==> config.mk <==
export PLATFORM = sky130hd
export DESIGN_NAME = vo_timing_gen
export DESIGN_NICKNAME = d
export VERILOG_FILES = /design/src/rtl/vo_timing_gen.sv
export SDC_FILE = /design/constraint.sdc
export NUM_CORES = 1
export LEC_CHECK = 0
export BUFFER_PORTS_ARGS = -buffer_cell sky130_fd_sc_hd__buf_2
export CAP_MARGIN = 20
export CELL_PAD_IN_SITES_DETAIL_PLACEMENT = 0
export CELL_PAD_IN_SITES_GLOBAL_PLACEMENT = 1
export CORE_ASPECT_RATIO = 0.6
export CORE_MARGIN = 1
export CORE_UTILIZATION = 37
export DETAILED_ROUTE_END_ITERATION = 6
export GPL_ROUTABILITY_DRIVEN = 0
export GPL_TIMING_DRIVEN = 0
export PLACE_DENSITY_LB_ADDON = 0.05
export RECOVER_POWER = 50
export SLEW_MARGIN = 20
export SYNTH_ARGS = -nofsm -noshare
export SYNTH_HDL_FRONTEND = slang
export SYNTH_SLANG_ARGS = --single-unit
==> constraint.sdc <==
create_clock -name video_clk -period 2.4 [get_ports video_clk]
set_input_delay 0.12 -clock video_clk [delete_from_list [all_inputs] [get_ports video_clk]]
set_output_delay 0.12 -clock video_clk [all_outputs]
set_load 0.01 [all_outputs]
==> src/rtl/vo_timing_gen.sv <==
// vo_timing_gen: output video timing generator; requests frame-buffer pixels and emits aligned hs/vs/de/rgb.
// Latency: vo_de/vo_vs one cycle after the counters; hs/vs/de/rgb RD_LATENCY+1 cycles after vo_de/vo_vs/hsync.
// Backpressure: none, runs at the pixel rate; a pixel that misses its slot is blue-filled and flagged sticky.
// Optional feature: define VO_TPG_EN to add the tpg_sel colour-bar generator.
module vo_timing_gen #(
  parameter int H_DISP     = 1280,
  parameter int H_FP       = 110,
  parameter int H_SYNC     = 40,
  parameter int H_BP       = 220,
  parameter int V_DISP     = 720,
  parameter int V_FP       = 5,
  parameter int V_SYNC     = 5,
  parameter int V_BP       = 20,
  parameter int RD_LATENCY = 2
) (
  input  logic        video_clk,
  input  logic        rst_n,
  input  logic        en,
  output logic        vo_vs,
  output logic        vo_de,
  input  logic [15:0] video_data,
  input  logic        video_de,
  input  logic        tpg_sel,
  input  logic        underflow_clr,
  output logic        hs,
  output logic        vs,
  output logic        de,
  output logic [23:0] rgb,
  output logic        underflow
);

  localparam int H_TOTAL = H_DISP + H_FP + H_SYNC + H_BP;
  localparam int V_TOTAL = V_DISP + V_FP + V_SYNC + V_BP;

  localparam logic [11:0] H_LAST   = 12'(H_TOTAL - 1);
  localparam logic [11:0] V_LAST   = 12'(V_TOTAL - 1);
  localparam logic [11:0] H_ACT_E  = 12'(H_DISP);
  localparam logic [11:0] H_SYNC_S = 12'(H_DISP + H_FP);
  localparam logic [11:0] H_SYNC_E = 12'(H_DISP + H_FP + H_SYNC);
  localparam logic [11:0] V_ACT_E  = 12'(V_DISP);
  localparam logic [11:0] V_SYNC_S = 12'(V_DISP + V_FP);
  localparam logic [11:0] V_SYNC_E = 12'(V_DISP + V_FP + V_SYNC);

  typedef enum logic {ST_IDLE, ST_RUN} state_t;

  state_t      state_q, state_d;
  logic        running;
  logic [11:0] h_cnt, v_cnt;
  logic        h_last, v_last, frame_end;
  logic        h_act, h_sync, v_act, v_sync;
  logic        hsync_q;
  logic [2:0]  dly [RD_LATENCY];
  logic        tap_hs, tap_vs, tap_de;
  logic [23:0] px_rgb;
  logic [23:0] bar_rgb;
  logic        use_bars;
  logic        miss;

  assign running   = (state_q == ST_RUN);
  assign h_last    = (h_cnt == H_LAST);
  assign v_last    = (v_cnt == V_LAST);
  assign frame_end = h_last && v_last;

  // Run-control state register
  always_ff @(posedge video_clk or negedge rst_n) begin
    if (!rst_n) state_q <= ST_IDLE;
    else        state_q <= state_d;
  end

  // Start as soon as en is seen while idle; once running, stop only on the last pixel of a frame
  always_comb begin
    state_d = state_q;
    case (state_q)
      ST_IDLE: if (en) state_d = ST_RUN;
      ST_RUN:  if (!en && frame_end) state_d = ST_IDLE;
      default: state_d = ST_IDLE;
    endcase
  end

  // Pixel/line counters; parked at 0,0 while idle so a restart always begins at frame start
  always_ff @(posedge video_clk or negedge rst_n) begin
    if (!rst_n) begin
      h_cnt <= '0;
      v_cnt <= '0;
    end else if (!running) begin
      h_cnt <= '0;
      v_cnt <= '0;
    end else begin
      h_cnt <= h_last ? 12'd0 : h_cnt + 12'd1;
      if (h_last) v_cnt <= v_last ? 12'd0 : v_cnt + 12'd1;
    end
  end

  assign h_act  = (h_cnt < H_ACT_E);
  assign h_sync = (h_cnt >= H_SYNC_S) && (h_cnt < H_SYNC_E);
  assign v_act  = (v_cnt < V_ACT_E);
  assign v_sync = (v_cnt >= V_SYNC_S) && (v_cnt < V_SYNC_E);

  // Registered region decodes; gated by running so nothing is requested while idle
  always_ff @(posedge video_clk or negedge rst_n) begin
    if (!rst_n) begin
      vo_de   <= 1'b0;
      vo_vs   <= 1'b0;
      hsync_q <= 1'b0;
    end else begin
      vo_de   <= running && h_act && v_act;
      vo_vs   <= running && v_sync;
      hsync_q <= running && h_sync;
    end
  end

  // Delay the timing strobes by the frame-buffer read latency so they line up with video_data
  always_ff @(posedge video_clk or negedge rst_n) begin
    if (!rst_n) begin
      for (int i = 0; i < RD_LATENCY; i++) dly[i] <= '0;
    end else begin
      dly[0] <= {hsync_q, vo_vs, vo_de};
      for (int i = 1; i < RD_LATENCY; i++) dly[i] <= dly[i-1];
    end
  end

  assign tap_hs = dly[RD_LATENCY-1][2];
  assign tap_vs = dly[RD_LATENCY-1][1];
  assign tap_de = dly[RD_LATENCY-1][0];

  // RGB565 to RGB888 by replicating the top bits into the low bits
  assign px_rgb = {video_data[15:11], video_data[15:13],
                   video_data[10:5],  video_data[10:9],
                   video_data[4:0],   video_data[4:2]};

`ifdef VO_TPG_EN
  localparam int          BAR_W    = H_DISP / 8;
  localparam logic [11:0] BAR_LAST = 12'(BAR_W - 1);

  logic        tpg_act;
  logic [11:0] bar_px;
  logic [2:0]  bar_idx;

  // Bar select is taken once per frame so a frame never mixes pixel sources
  always_ff @(posedge video_clk or negedge rst_n) begin
    if (!rst_n)                                      tpg_act <= 1'b0;
    else if (running && h_cnt == '0 && v_cnt == '0) tpg_act <= tpg_sel;
  end

  // Aligned column position, split into pixel-within-bar and bar index
  always_ff @(posedge video_clk or negedge rst_n) begin
    if (!rst_n) begin
      bar_px  <= '0;
      bar_idx <= '0;
    end else if (!tap_de) begin
      bar_px  <= '0;
      bar_idx <= '0;
    end else if (bar_px == BAR_LAST) begin
      bar_px  <= '0;
      bar_idx <= bar_idx + 3'd1;
    end else begin
      bar_px  <= bar_px + 12'd1;
    end
  end

  // Bar order white,yellow,cyan,green,magenta,red,blue,black: R on when idx[1]=0, G when idx[2]=0, B when idx[0]=0
  assign bar_rgb  = {{8{~bar_idx[1]}}, {8{~bar_idx[2]}}, {8{~bar_idx[0]}}};
  assign use_bars = tpg_act;
`else
  logic unused_tpg_sel;
  assign unused_tpg_sel = tpg_sel;
  assign bar_rgb        = '0;
  assign use_bars       = 1'b0;
`endif

  // A pixel slot with no data is only a fault when frame-buffer data is actually being shown
  assign miss = tap_de && !video_de && !use_bars;

  // Output stage: aligned strobes, pixel selection and the sticky underflow flag (set beats clear)
  always_ff @(posedge video_clk or negedge rst_n) begin
    if (!rst_n) begin
      hs        <= 1'b0;
      vs        <= 1'b0;
      de        <= 1'b0;
      rgb       <= '0;
      underflow <= 1'b0;
    end else begin
      hs <= tap_hs;
      vs <= tap_vs;
      de <= tap_de;
      if (!tap_de)      rgb <= '0;
      else if (use_bars) rgb <= bar_rgb;
      else if (miss)     rgb <= 24'h0000FF;
      else               rgb <= px_rgb;
      if (miss)               underflow <= 1'b1;
      else if (underflow_clr) underflow <= 1'b0;
    end
  end

endmodule

==> results of run 1 <==
==> cell type report <==
class                      count  area [µm²]
buffer                        15       98.84
clock buffer                   6       82.58
clock inverter                 2       38.79
fill                         604        3252
inverter                      13       48.80
multi-input combinational    140       917.1
sequential                    54        1354
tap                           84       105.1
timing repair buffer          56       296.5
==> how the worst max path moves through the flow <==
stage / start / end
global route: h_cnt[1]$_DFF_PN0_ / v_cnt[2]$_DFFE_PN0P_
CTS: h_cnt[1]$_DFF_PN0_ / v_cnt[10]$_DFFE_PN0P_
global placement: h_cnt[1]$_DFF_PN0_ / running$_DFF_PN0_
floorplan: h_cnt[1]$_DFF_PN0_ / v_cnt[0]$_DFFE_PN0P_
detailed placement: h_cnt[1]$_DFF_PN0_ / v_cnt[0]$_DFFE_PN0P_
finish: v_cnt[8]$_DFFE_PN0P_ / v_cnt[4]$_DFFE_PN0P_
==> flip-flops by register name, indices dropped and copies added (netlist names) <==
name       flops
vs             1
rgb           16
v_cnt         12
running        1
hs             1
vo_vs          1
underflow      1
de             1
h_cnt         12
vo_de          1
dly            6
hsync_q        1
==> what timing repair did <==
action,CTS,global route
resized for setup,3,7
setup buffers,1,1
setup endpoints to repair,21,22
hold buffers,3,0
pin swaps,3,2
cloned,0,1
hold endpoints to repair,56,0
==> cell usage after synthesis, types with 2 or more instances <==
master    count  area [µm²]
dfrtp_1      54        1351
a21oi_1      16       80.08
nor2_1       15       56.30
inv_1        13       48.80
and3_1       12       75.07
nand2_1      12       45.04
buf_4         8       60.06
nand3_1       7       35.03
o21ai_0       7       35.03
clkbuf_1      6       22.52
or3_1         6       37.54
ha_1          5       62.56
nand4_1       5       31.28
nor3_1        5       25.02
nor4_1        5       31.28
or4_1         5       37.54
xnor2_1       5       43.79
xor2_1        5       43.79
nand2b_1      3       18.77
o31ai_1       3       22.52
a31oi_1       2       12.51
and2_1        2       12.51
and4_1        2       17.52
==> cell usage in the layout (no fill, tap or decap), drive strengths merged, types with 2 or more instances in the layout <==
master,count
nand4,5
clkbuf,22
o21ai,7
a21oi,16
dfrtp,54
o41ai,2
a31oi,2
and3,12
and2,2
or4b,2
or3,6
inv,14
o31ai,3
buf,52
ha,5
nor2,15
or4,6
xor2,5
nand2,12
nand2b,3
xnor2,5
nor3,5
nand3,7
dlygate4sd3,3
and4,2
nor4,5
==> worst min-delay path: cells and delay by family <==
family	cells	cell delay [ps]
buf+inv	2	130
compound gates	1	50
==> metal layers <==
layer  up-vias  part of all wire, %  GRT usage, %
met2        48                   35         21.81
met1       820                   58         26.32
met3         8                  5.5         4.388
li1        910                    -             -
met4         0                  1.2         5.208
met5         -                    0             0
==> cells by family after synthesis <==
family	synth area share (%)
adders and majority gates	2.610
DFF	56.37
buffers and inverters	5.950
xor gates and xnor gates	3.653
and+or+nand+nor	20.35
AOI/OAI and AO/OA	11.07
==> report_power, final <==
| group | switching (W) | total [W] | internal, W |
|---|---|---|---|
| registers | 0.00000517 | 0.000929 | 0.000924 |
| clock network | 0.000320 | 0.000664 | 0.000344 |
| logic | 0.0000502 | 0.0000936 | 0.0000434 |
| total | 0.000375 | 0.00169 | 0.00131 |
==> metrics by stage <==
step                      power [W]  hold slack, ps  std cells  setup slack, ps
after CTS                  0.001712           19.87        368            3.221
after floorplan           0.0009822          -175.6        222            81.83
final                      0.001686           30.35        370            78.43
after global placement     0.001040           310.6        356           -270.0
after global routing       0.001749           25.35        370            14.10
after detailed placement   0.001041           213.1        356           -260.2
==> results.json, run 1 <==
{
  "cp_max_fo": 6,
  "cts_root_buf": "clkbuf_8",
  "power.density_mw_per_mm2": 573.3,
  "timing_hold_violations_final": 0,
  "yosys_warnings": 0,
  "postLayoutCoreUtil_pct": 47.49,
  "critPathTopFamily": "simple AND/OR/NAND/NOR gates",
  "die_w_um": 105.9,
  "worstMarginPinSlew_ps": 1332,
  "clk_path_buf_depth": 2,
  "clk_pin_slew_ps": 110,
  "dp_hpwl_um": 3619,
  "critical_path_depth": 5,
  "htreeDepth": 2,
  "synth.distinct_cells": 42,
  "grt-ovfl-total": 0,
  "critPathMaxStageDelay_ps": 720,
  "async_flop_share_pct": 100.0,
  "die_area_mm2": 0.006816,
  "min_to": "rgb[7]$_DFF_PN0_",
  "start_kind": "flip-flop",
  "routedWlPerCell_um": 14.07,
  "fp.coreArea_mm2": 0.006193,
  "ant_nets": 0,
  "endpoint_kind": "flip-flop",
  "whs_path_depth": 3,
  "cts_made_buffers": 5,
  "reg2reg_from": "v_cnt[8]$_DFFE_PN0P_",
  "rsz0062_at_grt": "no",
  "critPathBufInv": 1,
  "dr.pass1.iters": 4,
  "slew_viol_final": 0,
  "syn_inst": 222,
  "clock-skew-final_ps": 11.48,
  "ys_seq_area_share_pct": 56.37,
  "finalSetupViolCount": 0,
  "max_clock_freq_ghz": 0.4307,
  "syn_area_mm2": 0.002397,
  "drt_iter0_markers": 81,
  "worst-r2r-setup-slack_ps": 80,
  "dpl_cell_area_mm2": 0.002755,
  "ys.flop_type": "dfrtp_1",
  "grt_pass1_vias": 1675,
  "p_leak_nw": 1.394,
  "antenna_cells": 0,
  "syn_avg_cell_area_um2": 10.80,
  "drc_errors": 0,
  "cts_tree": "built",
  "tns_ps": 0,
  "areaGrowthSynthToFinish_pct": 22.70,
  "portBuffers": 50,
  "path_cells": "or4b_2 -> or2_2 -> o41ai_4 -> clkbuf_4 -> a21oi_1",
  "clk_latency_ps": 310,
  "synth-seq-cells": 54,
  "syn_nets": 249,
  "grt_usage_pct": 16.75,
  "worstSetupPathType": "reg -> reg",
  "die_height_um": 64.35,
  "num_vias": 1786,
  "row_count": 22,
  "worst-r2r-cell-count": 5,
  "start_util_pct": 38.71,
  "period_minus_slack_ps": 2322,
  "final_cell_area_mm2": 0.002942,
  "min_from": "video_data[4]",
  "drv_cap": 0,
  "cp.arrival_ps": 2530,
  "drive_above_1_share_pct": 25.52,
  "status": "completed",
  "holdCritPathClass": "in -> reg",
  "pin_count": 52,
  "slew_headroom_pct": 11.23,
  "period_share_pct": 96.73,
  "antenna_found_initial": 0,
  "slowest_stage": "or4b_2",
  "grt_pass1_wl_um": 8680,
  "totalWireLength_um": 5206,
  "irDropWorstVdd_mv": 0.2640,
  "rr_endpoint": "v_cnt[4]$_DFFE_PN0P_",
  "crit_required_ps": 2610,
  "vias_per_cell": 4.827,
  "grt_max_degree": 55,
  "nets": 312,
  "synth-edff-count": 0,
  "clkSinkCount": 54
}
(Power assumes the default switching activity.)
==> run 2: changes to the inputs <==
--- a/constraint.sdc
+++ b/constraint.sdc
@@ -3,2 +3,2 @@
 set_output_delay 0.12 -clock video_clk [all_outputs]
-set_load 0.01 [all_outputs]
+set_load 0.05 [all_outputs]
==> run 2 against run 1 <==
  * First-iteration DRC count is the same
  * Utilization grew 0.16 points
  * Final area grew 0.34%
==> results.json, run 2 (synthesis results as in run 1) <==
{
  "start_kind": "flip-flop",
  "ant_nets": 0,
  "worstSetupPathType": "reg -> reg",
  "grt-ovfl-total": 0,
  "clk_path_buf_depth": 2,
  "period_share_pct": 96.76,
  "clk_latency_ps": 310,
  "grt_usage_pct": 16.75,
  "path_cells": "or4b_2 -> or2_2 -> o41ai_4 -> clkbuf_4 -> a21oi_1",
  "p_leak_nw": 1.418,
  "drc_errors": 0,
  "max_clock_freq_ghz": 0.4306,
  "antenna_cells": 0,
  "holdCritPathClass": "in -> reg",
  "clock-skew-final_ps": 11.47,
  "dr.pass1.iters": 4,
  "critical_path_depth": 5,
  "clk_pin_slew_ps": 110,
  "top_register": "rgb",
  "worstMarginPinSlew_ps": 1332,
  "areaGrowthSynthToFinish_pct": 23.12,
  "critPathBufInv": 1,
  "setup_slack_ps": 77.76,
  "period_minus_slack_ps": 2322,
  "drv_cap": 0,
  "dp_hpwl_um": 3619,
  "cp_max_fo": 6,
  "irDropWorstVdd_mv": 0.2642,
  "cp.arrival_ps": 2530,
  "pre_cts_ws_ps": -260.2,
  "slowest_stage": "or4b_2",
  "clkSinkCount": 54,
  "drt_iter0_markers": 81,
  "start_util_pct": 38.71,
  "grt_pass1_wl_um": 8680,
  "die_area_mm2": 0.006816,
  "cts_tree": "built",
  "drive_above_1_share_pct": 28.32,
  "layout_common_cells": "dfrtp_1, buf_2, a21oi_1, nor2_1, inv_1",
  "whs_path_depth": 3,
  "totalWireLength_um": 5186,
  "pin_count": 52,
  "routedWlPerCell_um": 14.02,
  "die_height_um": 64.35,
  "timing_hold_violations_final": 0,
  "fillCellCount": 597,
  "crit_required_ps": 2610,
  "antenna_found_initial": 0,
  "critPathTopFamily": "simple AND/OR/NAND/NOR gates",
  "vias_per_cell": 4.832,
  "htreeDepth": 2,
  "row_count": 22,
  "cts_made_buffers": 5,
  "power.density_mw_per_mm2": 594.8,
  "die_w_um": 105.9,
  "num_vias": 1788,
  "critPathMaxStageDelay_ps": 720,
  "final_common_cell": "dfrtp_1",
  "worst-r2r-cell-count": 5,
  "worst-r2r-setup-slack_ps": 80,
  "nets": 312,
  "rsz0062_at_grt": "no",
  "finalSetupViolCount": 0,
  "slew_viol_final": 0,
  "largestRegisters": "rgb x16, h_cnt x12, v_cnt x12",
  "portBuffers": 50,
  "grt_max_degree": 55,
  "largest_reg_flops": 16,
  "fp.coreArea_mm2": 0.006193,
  "endpoint_kind": "flip-flop",
  "cts_root_buf": "clkbuf_8",
  "slew_headroom_pct": 11.23,
  "status": "completed",
  "postLayoutCoreUtil_pct": 47.66,
  "grt_pass1_vias": 1675
}
-- run 2: cell count changes in the layout (fill, tap and decap cells not counted) --
cell | previous run | this run
buf_2 | 41 | 49
clkbuf_1 | 12 | 4
-- run 2: power by group --
part	internal [W]	leakage (nW)	switching, W	total (W)
combinational	0.0000451	0.677	0.000119	0.000164
sequential	0.000924	0.678	0.00000494	0.000929
clock	0.000344	0.0618	0.000319	0.000663
total	0.00131	1.42	0.000443	0.00176
-- run 2: through the flow --
stage / TNS [ps] / hold slack, ps / area, µm² / std cells / power, W
2_1_floorplan: 0 / -175.6 / 2397 / 222 / 0.001050
3_3_place_gp: -3309 / 310.6 / 2753 / 356 / 0.001109
3_5_place_dp: -2897 / 213.1 / 2755 / 356 / 0.001110
4_1_cts: 0 / 19.87 / 2925 / 368 / 0.001781
5_1_grt: 0 / 25.35 / 2952 / 370 / 0.001819
6_report: 0 / 30.46 / 2952 / 370 / 0.001756
-- run 2: worst paths after layout --
| path | start | end |
|---|---|---|
| max | v_cnt[8]$_DFFE_PN0P_ | v_cnt[4]$_DFFE_PN0P_ |
| min | video_data[4] | rgb[7]$_DFF_PN0_ |
| max reg2reg | v_cnt[8]$_DFFE_PN0P_ | v_cnt[4]$_DFFE_PN0P_ |
| min reg2reg | dly[3]$_DFF_PN0_ | dly[0]$_DFF_PN0_ |
| max in group asynchronous | rst_n | h_cnt[0]$_DFF_PN0_ |
| min in group asynchronous | rst_n | rgb[3]$_DFF_PN0_ |
-- run 2: repair_timing --
action / in CTS / in global routing
endpoints found under the hold margin: 56 / 0
gates resized for setup: 3 / 7
endpoints found under the setup margin: 21 / 22
pin swaps: 3 / 2
buffers inserted: 1 / 1
hold buffers: 3 / 0
cloned: 0 / 1
-- run 2: layout make-up --
class	instances	area [µm²]	share of cell area [%]
sequential	54	1354	45.87
timing repair buffer	56	306.5	10.39
clock inverter	2	38.79	1.314
inverter	13	48.80	1.653
tap	84	105.1	3.561
multi-input combinational	140	917.1	31.07
buffer	15	98.84	3.349
clock buffer	6	82.58	2.798
-- run 2: worst register-to-register path, cell delays in order, from the launching register on --
cell and delay, ps:
dfrtp_1 460, or4b_2 720, or2_2 350, o41ai_4 380
clkbuf_4 250, a21oi_1 50
-- run 2: metal layers --
metal / global-route usage, % / share of wire (%) / vias to the layer above
met2: 21.81 / 36 / 52
met3: 4.388 / 5.7 / 8
met5: 0 / 0 / -
met4: 5.208 / 1.2 / 0
met1: 26.32 / 58 / 818
li1: - / - / 910
